File: config.mk
export PLATFORM = sky130hd
export DESIGN_NAME = enc_8b10b_rd
export DESIGN_NICKNAME = d
export VERILOG_FILES = /design/src/rtl/enc_8b10b_pkg.sv /design/src/rtl/enc_8b10b_lane.sv /design/src/rtl/enc_8b10b_rd.sv
export SDC_FILE = /design/constraint.sdc
export NUM_CORES = 1
export LEC_CHECK = 0
export ABC_CLOCK_PERIOD_IN_PS = 18700
export CORE_ASPECT_RATIO = 1.2
export CORE_UTILIZATION = 35
export CTS_BUF_LIST = sky130_fd_sc_hd__clkbuf_8 sky130_fd_sc_hd__clkbuf_16
export DETAILED_ROUTE_END_ITERATION = 16
export PLACE_DENSITY_LB_ADDON = 0.2
export SLEW_MARGIN = 15
export SYNTH_ARGS = -nofsm -noshare
export SYNTH_HDL_FRONTEND = slang
export SYNTH_HIERARCHICAL = 1
export SYNTH_SLANG_ARGS = --single-unit
File: constraint.sdc
create_clock -name CLK -period 18.7 [get_ports CLK]
set_clock_uncertainty 0.05 [all_clocks]
set_input_delay 3.74 -clock CLK [delete_from_list [all_inputs] [get_ports CLK]]
set_output_delay 3.74 -clock CLK [all_outputs]
set_load 0.005 [all_outputs]
File: src/rtl/enc_8b10b_pkg.sv
// enc_8b10b_pkg: 8b/10b code tables and K-code lookup shared by the encoder.
// Codes are written in transmission order: MSB = a (6b) or f (4b).
package enc_8b10b_pkg;

   localparam int BYTE_W = 8;
   localparam int SYM_W  = 10;

   // 5b/6b: {RD- code, RD+ code}
   localparam logic [11:0] T6 [32] = '{
      12'b100111_011000, 12'b011101_100010, 12'b101101_010010, 12'b110001_110001,
      12'b110101_001010, 12'b101001_101001, 12'b011001_011001, 12'b111000_000111,
      12'b111001_000110, 12'b100101_100101, 12'b010101_010101, 12'b110100_110100,
      12'b001101_001101, 12'b101100_101100, 12'b011100_011100, 12'b010111_101000,
      12'b011011_100100, 12'b100011_100011, 12'b010011_010011, 12'b110010_110010,
      12'b001011_001011, 12'b101010_101010, 12'b011010_011010, 12'b111010_000101,
      12'b110011_001100, 12'b100110_100110, 12'b010110_010110, 12'b110110_001001,
      12'b001110_001110, 12'b101110_010001, 12'b011110_100001, 12'b101011_010100
   };

   // 3b/4b data: {RD- code, RD+ code}; entry 7 is the primary P7 form
   localparam logic [7:0] T4 [8] = '{
      8'b1011_0100, 8'b1001_1001, 8'b0101_0101, 8'b1100_0011,
      8'b1101_0010, 8'b1010_1010, 8'b0110_0110, 8'b1110_0001
   };

   // alternate x.7 form
   localparam logic [7:0] A7_4B = 8'b0111_1000;

   // 3b/4b for K codes, selected by RD after the 6b sub-block
   localparam logic [7:0] TK4 [8] = '{
      8'b1011_0100, 8'b0110_1001, 8'b1010_0101, 8'b1100_0011,
      8'b1101_0010, 8'b0101_1010, 8'b1001_0110, 8'b0111_1000
   };

   localparam logic [11:0] K28_6B = 12'b001111_110000;

   function automatic logic k_supported(input logic [7:0] b);
      return (b[4:0] == 5'd28) || (b == 8'hF7) || (b == 8'hFB) ||
             (b == 8'hFD) || (b == 8'hFE);
   endfunction

endpackage

File: src/rtl/enc_8b10b_lane.sv
// enc_8b10b_lane: combinational single-byte 8b/10b encoder with RD in/out.
// Ports: byte_in/k_in/rd_in -> symbol (a = bit 0, f = bit 6), rd_out, k_err.
module enc_8b10b_lane
   import enc_8b10b_pkg::*;
(
   input  logic [BYTE_W-1:0] byte_in,
   input  logic              k_in,
   input  logic              rd_in,
   output logic [SYM_W-1:0]  symbol,
   output logic              rd_out,
   output logic              k_err
);

   logic [4:0]  x;
   logic [2:0]  y;
   logic        k_ok;
   logic        use_a7;
   logic        rd_mid;
   logic [11:0] pair6;
   logic [7:0]  pair4;
   logic [5:0]  c6;
   logic [3:0]  c4;

   always_comb begin
      x      = byte_in[4:0];
      y      = byte_in[7:5];
      k_ok   = k_in && k_supported(byte_in);
      k_err  = k_in && !k_ok;
      pair6  = (k_ok && x == 5'd28) ? K28_6B : T6[x];
      c6     = rd_in ? pair6[5:0] : pair6[11:6];
      // D.7 is balanced yet RD-selected, so flip only on unbalanced codes
      rd_mid = rd_in ^ ($countones(c6) != 3);
      use_a7 = rd_mid ? (x == 5'd11 || x == 5'd13 || x == 5'd14)
                      : (x == 5'd17 || x == 5'd18 || x == 5'd20);
      if (k_ok)
         pair4 = TK4[y];
      else if (y == 3'd7 && use_a7)
         pair4 = A7_4B;
      else
         pair4 = T4[y];
      c4     = rd_mid ? pair4[3:0] : pair4[7:4];
      rd_out = rd_mid ^ ($countones(c4) != 2);
      // tables are MSB-first in line order; port wants a/f at the LSB
      symbol = '0;
      for (int i = 0; i < 6; i++)
         symbol[i] = c6[5-i];
      for (int i = 0; i < 4; i++)
         symbol[6+i] = c4[3-i];
   end

endmodule

File: src/rtl/enc_8b10b_rd.sv
// enc_8b10b_rd: multi-lane RD-tracking 8b/10b encoder, registered valid/ready out.
// Ports: in_valid/in_ready/data_in/k_in -> out_valid/out_ready/data_out/k_err, rd_out.
module enc_8b10b_rd
   import enc_8b10b_pkg::*;
#(
   parameter int   LANES   = 1,
   parameter logic RD_INIT = 1'b0
)(
   input  logic                    CLK,
   input  logic                    nRST,
   input  logic                    in_valid,
   output logic                    in_ready,
   input  logic [BYTE_W*LANES-1:0] data_in,
   input  logic [LANES-1:0]        k_in,
   output logic                    out_valid,
   input  logic                    out_ready,
   output logic [SYM_W*LANES-1:0]  data_out,
   output logic [LANES-1:0]        k_err,
   output logic                    rd_out
);

   logic [SYM_W*LANES-1:0] sym_all;
   logic [SYM_W*LANES-1:0] data_d, data_q;
   logic [LANES-1:0]       kerr_all;
   logic [LANES-1:0]       k_err_d, k_err_q;
   logic [LANES:0]         rd_chain;
   logic                   valid_d, valid_q;
   logic                   rd_d, rd_q;
   logic                   accept;

   // lane n starts from the RD left behind by lane n-1
   assign rd_chain[0] = rd_q;

   for (genvar n = 0; n < LANES; n++) begin : g_lane
      enc_8b10b_lane u_lane (
         .byte_in (data_in[BYTE_W*n +: BYTE_W]),
         .k_in    (k_in[n]),
         .rd_in   (rd_chain[n]),
         .symbol  (sym_all[SYM_W*n +: SYM_W]),
         .rd_out  (rd_chain[n+1]),
         .k_err   (kerr_all[n])
      );
   end

   always_comb begin
      in_ready = !valid_q || out_ready;
      accept   = in_valid && in_ready;
      data_d   = data_q;
      k_err_d  = k_err_q;
      rd_d     = rd_q;
      valid_d  = valid_q;
      if (accept) begin
         data_d  = sym_all;
         k_err_d = kerr_all;
         rd_d    = rd_chain[LANES];
         valid_d = 1'b1;
      end else if (out_ready) begin
         valid_d = 1'b0;
      end
   end

   always_ff @(posedge CLK) begin
      if (!nRST) begin
         data_q  <= '0;
         k_err_q <= '0;
         rd_q    <= RD_INIT;
         valid_q <= 1'b0;
      end else begin
         data_q  <= data_d;
         k_err_q <= k_err_d;
         rd_q    <= rd_d;
         valid_q <= valid_d;
      end
   end

   assign data_out  = data_q;
   assign k_err     = k_err_q;
   assign rd_out    = rd_q;
   assign out_valid = valid_q;

endmodule

==> results of run 1 <==
-- synthesized netlist by cell type (all sizes together) (3+ instances only) --
| cell | count | area, um^2 |
|---|---|---|
| a2111oi | 3 | 32.5 |
| a211oi | 7 | 65.1 |
| a21o | 3 | 22.5 |
| a21oi | 9 | 45.0 |
| a221oi | 4 | 41.3 |
| and2 | 5 | 33.8 |
| and3 | 3 | 18.8 |
| buf | 13 | 90.1 |
| clkbuf | 9 | 35.0 |
| dfxtp | 13 | 260 |
| fa | 4 | 80.1 |
| ha | 11 | 138 |
| inv | 9 | 33.8 |
| mux2i | 18 | 180 |
| mux4 | 3 | 67.6 |
| nand2 | 36 | 135 |
| nand2b | 4 | 32.5 |
| nand3 | 3 | 15.0 |
| nor2 | 13 | 48.8 |
| nor2b | 5 | 31.3 |
| nor3 | 4 | 20.0 |
| o21ai | 14 | 70.1 |
| o22ai | 4 | 25.0 |
| or3 | 3 | 18.8 |
| xnor2 | 5 | 43.8 |
| xor2 | 3 | 26.3 |
-- path summary, 6_finish.rpt --
check / startpoint / endpoint / slack [ns] / depth (start not counted)
setup / recovery: data_in[0] / rd_out / 8.20 / 26
hold reg to reg: data_out[9] / data_out[9] / 0.41 / 2
setup reg to reg: rd_out / rd_out / 12.71 / 20
hold / removal: data_out[9] / data_out[9] / 0.41 / 2
-- routing by layer --
metal  wire, um  part of all wire [%]  global-route usage, %  vias up
li1           -                     -                      -      892
met1       2030                    48                   20.4      778
met2       2060                    49                   28.2       29
met3        102                   2.4                  0.824        2
met4         17                  0.40                   3.67        0
met5          0                     0                      0        -
-- logic make-up after synthesis --
group                      share of synthesized area, %
AOI/OAI and AO/OA                                  24.6
xor gates and xnor gates                           3.72
adders and majority gates                          11.6
buffers and inverters                              8.84
DFF                                                13.8
muxes                                              14.4
and+or+nand+nor                                    23.1
-- area by class of cell --
class	instances	area (um^2)	area share [%]
inverter	11	41.3	1.91
timing repair buffer	29	283	13.1
sequential	13	260	12.1
tap	60	75.1	3.48
multi-input combinational	195	1460	67.4
clock inverter	1	3.75	0.174
clock buffer	3	41.3	1.91
-- sequential cells by signal (all words and copies together), names as in the netlist --
register and count:
k_err 1, out_valid 1, rd_out 1, data_out 10
-- worst min-delay path: cells and delay by family, from the launching register on --
| kind | cells | cell delay (ns) |
|---|---|---|
| flip-flops | 1 | 0.30 |
| multiplexers | 1 | 0.05 |
| AND/OR/NAND/NOR | 1 | 0.05 |
-- through the flow --
step,instance area [um^2],std cells,util (%)
after floorplan,1880,241,-
after global placement,2110,308,41.9
after detailed placement,2110,308,41.9
after CTS,2160,312,42.8
after global routing,2160,312,42.8
final,2160,312,42.8
-- where the power goes --
group | leakage, uW | switching, uW | internal, uW
clock | 0.0000269 | 9.49 | 14.5
combinational | 0.000716 | 61.3 | 57.7
sequential | 0.000107 | 4.03 | 32.3
==> out/summary.txt, run 1 <==
Number of global-route vias before repair -> 1533
Gates resized, CTS repair -> 0
Final Cycle Share -> 56.1%
Die Wd -> 68.9 um
ANT cells -> 0
Post-synth ARST share -> 0%
Worst-Skew Late Latency -> 0.24 ns
Filler cells -> 530
Number of remaining DRC errors -> 0
Area growth from synthesis to layout -> 14.8%
Fmax -> 95.3 MHz
Most used DFF post-synth -> dfxtp_1
First-pass GRT wire length -> 7.01 mm
Power Total -> 179 uW
Final WL -> 4.21 mm
Slowest Stage Delay on Critical Path -> 0.61 ns
Post-synth EDFFs -> 0
Clock transition at path regs -> 0.05 ns
Die Area -> 5680 um^2
H-tree levels -> 1
Commonest non-fill, non-tap cell in the layout -> nand2_1
Mapped Cells -> 241
Net Count, Synth -> 269
Minimum clock period after layout -> 10.50 ns
Crit path required time -> 18.82 ns
Yosys warnings -> 6
Final hold slack -> 0.408 ns
Netlist cell types -> 63
Final worst setup slack -> 8.20 ns
CTS Buf Count -> 3
TritonRoute pass-1 iters -> 4
DR vias -> 1701
Avg Synthesized Cell Area -> 7.81 um^2
Mapped Area -> 1880 um^2
Pre-CTS setup slack -> 7.88 ns
Dpl hpwl -> 3.27 mm
Grt ovf -> 0
Seq/Total Area, Yosys -> 13.8%
WL/cell -> 13.5 um
Die Y -> 82.3 um
Peak supply drop -> 0.0296 mV
Antenna Violating Nets Remaining -> 0
CP max-delay cell -> clkdlybuf4s50_1
GP Congestion -> 0.823
Clk sinks -> 13
Hold crit path type -> reg2reg
Max Root-Sink Buffers -> 2
Port Buf Inserts -> 26
Max-Cap Viols -> 0
Max-slew violation count -> 0
Largest net degree at the start of global routing -> 36
Setup_tns -> 0 ns
CP endpoint kind -> flip-flop
Initial Util -> 37.3%
Initial antenna violation count -> 0
Worst Path Max Fanout -> 8
Final Hold Vio Count -> 0
Row cnt -> 28
Core Area -> 5040 um^2
Via density per instance -> 5.45
Delay-heaviest family, CP -> adder cells
Hold buffers post-CTS -> 0
Iteration-0 DRC Markers -> 70
Setup-failing EPs final -> 0
Unrepaired setup endpoints after global routing -> no
Max transition margin -> 46.1%
Root buffer cell -> clkbuf_8
Critical path type -> in2reg
Share of cells above drive strength 1 -> 7.54%
CP arrival -> 10.62 ns
Status -> completed
CTS tree -> done
Worst Path Buf+Inv -> 4
Post-layout nets -> 281
Commonest cells after routing, fill and taps aside -> 36 x nand2_1, 26 x clkdlybuf4s50_1, 18 x mux2i_1
Power Density -> 83.0 nW/um^2
FF+latch count, synth -> 13
Critical Path Start Type -> input port
Post-CTS setup buffers -> 0
Slew @ Worst Pin -> 0.806 ns
Ports -> 27
GRT Total Usage -> 15.8%
Leak Pwr -> 0.000850 uW
Note: power is estimated with default switching activity, not from simulation.
==> inputs of run 2 (changes only) <==
--- a/config.mk
+++ b/config.mk
@@ -5,7 +5,7 @@
 export SDC_FILE = /design/constraint.sdc
 export NUM_CORES = 1
 export LEC_CHECK = 0
-export ABC_CLOCK_PERIOD_IN_PS = 18700
+export ABC_CLOCK_PERIOD_IN_PS = 9760
 export CORE_ASPECT_RATIO = 1.2
 export CORE_UTILIZATION = 35
 export CTS_BUF_LIST = sky130_fd_sc_hd__clkbuf_8 sky130_fd_sc_hd__clkbuf_16
==> constraint.sdc (replaced) <==
create_clock -name CLK -period 9.76 [get_ports CLK]
set_clock_uncertainty 0.05 [all_clocks]
set_input_delay 1.952 -clock CLK [delete_from_list [all_inputs] [get_ports CLK]]
set_output_delay 1.952 -clock CLK [all_outputs]
set_load 0.005 [all_outputs]
==> out/summary.txt, run 2 (same netlist as run 1, synthesis figures left out) <==
Status -> completed
Area growth from synthesis to layout -> 15.6%
Setup_tns -> 0 ns
Setup-failing EPs final -> 0
Grt ovf -> 0
First-pass GRT wire length -> 7.65 mm
CP endpoint kind -> flip-flop
ANT cells -> 0
GP Congestion -> 0.830
Post-DP Area -> 2130 um^2
Hold crit path type -> reg2reg
Clock power share -> 12.8%
Die Y -> 82.3 um
Iteration-0 DRC Markers -> 68
CTS tree -> done
Max-Cap Viols -> 0
Dpl hpwl -> 3.51 mm
Root buffer cell -> clkbuf_8
CP arrival -> 8.82 ns
Gates resized, CTS repair -> 0
H-tree levels -> 1
Number of remaining DRC errors -> 0
Post-CTS setup buffers -> 0
Minimum clock period after layout -> 8.70 ns
P_sw -> 148 uW
Max-slew violation count -> 0
WL/cell -> 14.3 um
Critical Path Start Type -> input port
GRT Total Usage -> 17.4%
Seq pwr share -> 19.8%
Unrepaired setup endpoints after global routing -> no
Share of cells above drive strength 1 -> 8.27%
DR vias -> 1758
Antenna Violating Nets Remaining -> 0
Critical path type -> in2reg
Final Cycle Share -> 89.2%
Post-layout nets -> 283
Max Root-Sink Buffers -> 2
Final core utilization -> 43.1%
Power Density -> 161 nW/um^2
Leak Pwr -> 0.000859 uW
Row cnt -> 28
Final hold slack -> 0.403 ns
Initial Util -> 37.3%
Slew @ Worst Pin -> 0.819 ns
Design area -> 2170 um^2
Final Hold Vio Count -> 0
Largest net degree at the start of global routing -> 31
P_int -> 203 uW
Commonest non-fill, non-tap cell in the layout -> nand2_1
Port Buf Inserts -> 26
CTS Buf Count -> 3
Core Area -> 5040 um^2
R2R Setup Slk -> 3.77 ns
Die Wd -> 68.9 um
Ports -> 27
Max reg flops -> 10
Switching Share -> 42.1%
Worst Path Max Fanout -> 11
Initial antenna violation count -> 0
Clock transition at path regs -> 0.05 ns
Worst-Skew Late Latency -> 0.23 ns
Final WL -> 4.49 mm
Via density per instance -> 5.60
Filler cells -> 540
Fmax -> 115 MHz
Combinational Power Share -> 67.4%
Number of global-route vias before repair -> 1588
Peak supply drop -> 0.0663 mV
TritonRoute pass-1 iters -> 4
Hold buffers post-CTS -> 0
Clk sinks -> 13
Max transition margin -> 45.3%
Commonest cells after routing, fill and taps aside -> 36 x nand2_1, 26 x clkdlybuf4s50_1, 18 x mux2i_1
Die Area -> 5680 um^2
Crit path required time -> 9.88 ns
## run 2: power groups by stage
| stage | combinational (uW) | clock (uW) | sequential (uW) |
|---|---|---|---|
| global route | 268 | 50.5 | 71.1 |
| finish | 237 | 44.8 | 69.5 |
| global placement | 231 | 0 | 70.5 |
| CTS | 237 | 47.3 | 69.6 |
| floorplan | 180 | 0 | 68.0 |
| detailed placement | 237 | 0 | 70.7 |
## run 2: metrics by stage
stage                     instances  worst slack, ns  total power (uW)
after floorplan                 241             1.95               248
after global placement          310            0.881               301
after detailed placement        310            0.788               308
after CTS                       314             1.05               354
after global routing            314            0.615               390
final                           314             1.06               351
## run 2: area by class of cell
class | instances | area [um^2] | area share (%)
multi-input cells | 195 | 1460 | 66.9
repair buffers | 31 | 298 | 13.7
flip-flops and latches | 13 | 260 | 12.0
well taps | 60 | 75.1 | 3.45
clock buffers | 3 | 41.3 | 1.90
inverters | 11 | 41.3 | 1.90
clock inverters | 1 | 3.75 | 0.173
## run 2: layer usage
metal / GRT usage (%) / vias to the layer above / share of wire, % / wire (um)
li1: - / 897 / - / -
met1: 23.2 / 819 / 47 / 2090
met2: 30.1 / 38 / 50 / 2220
met3: 0.549 / 4 / 3.1 / 139
met4: 4.69 / 0 / 0.69 / 31
met5: 0 / - / 0 / 0
## run 2: path summary, 6_finish.rpt
check                            startpoint           to  cells past startpoint
worst min-delay path            data_out[4]  data_out[4]                      2
worst max register to register       rd_out       rd_out                     20
worst min register to register  data_out[4]  data_out[4]                      2
worst max-delay path             data_in[0]       rd_out                     25
## run 2: worst max-delay path, stage by stage
cell and delay, ns:
clkdlybuf4s50_1 0.52, inv_1 0.21, ha_1 0.40, nand2_1 0.14, nor4_1 0.49, nor3_1 0.20
o22a_1 0.26, fa_1 0.48, fa_1 0.55, inv_1 0.04, ha_1 0.16, inv_1 0.06
fa_1 0.41, nand3b_1 0.22, xnor2_1 0.54, mux2i_1 0.30, a41oi_1 0.14, and3_1 0.24
fa_1 0.50, ha_1 0.19, ha_1 0.26, nor3b_1 0.22, xnor2_1 0.14, nand2_1 0.06
mux2i_1 0.15
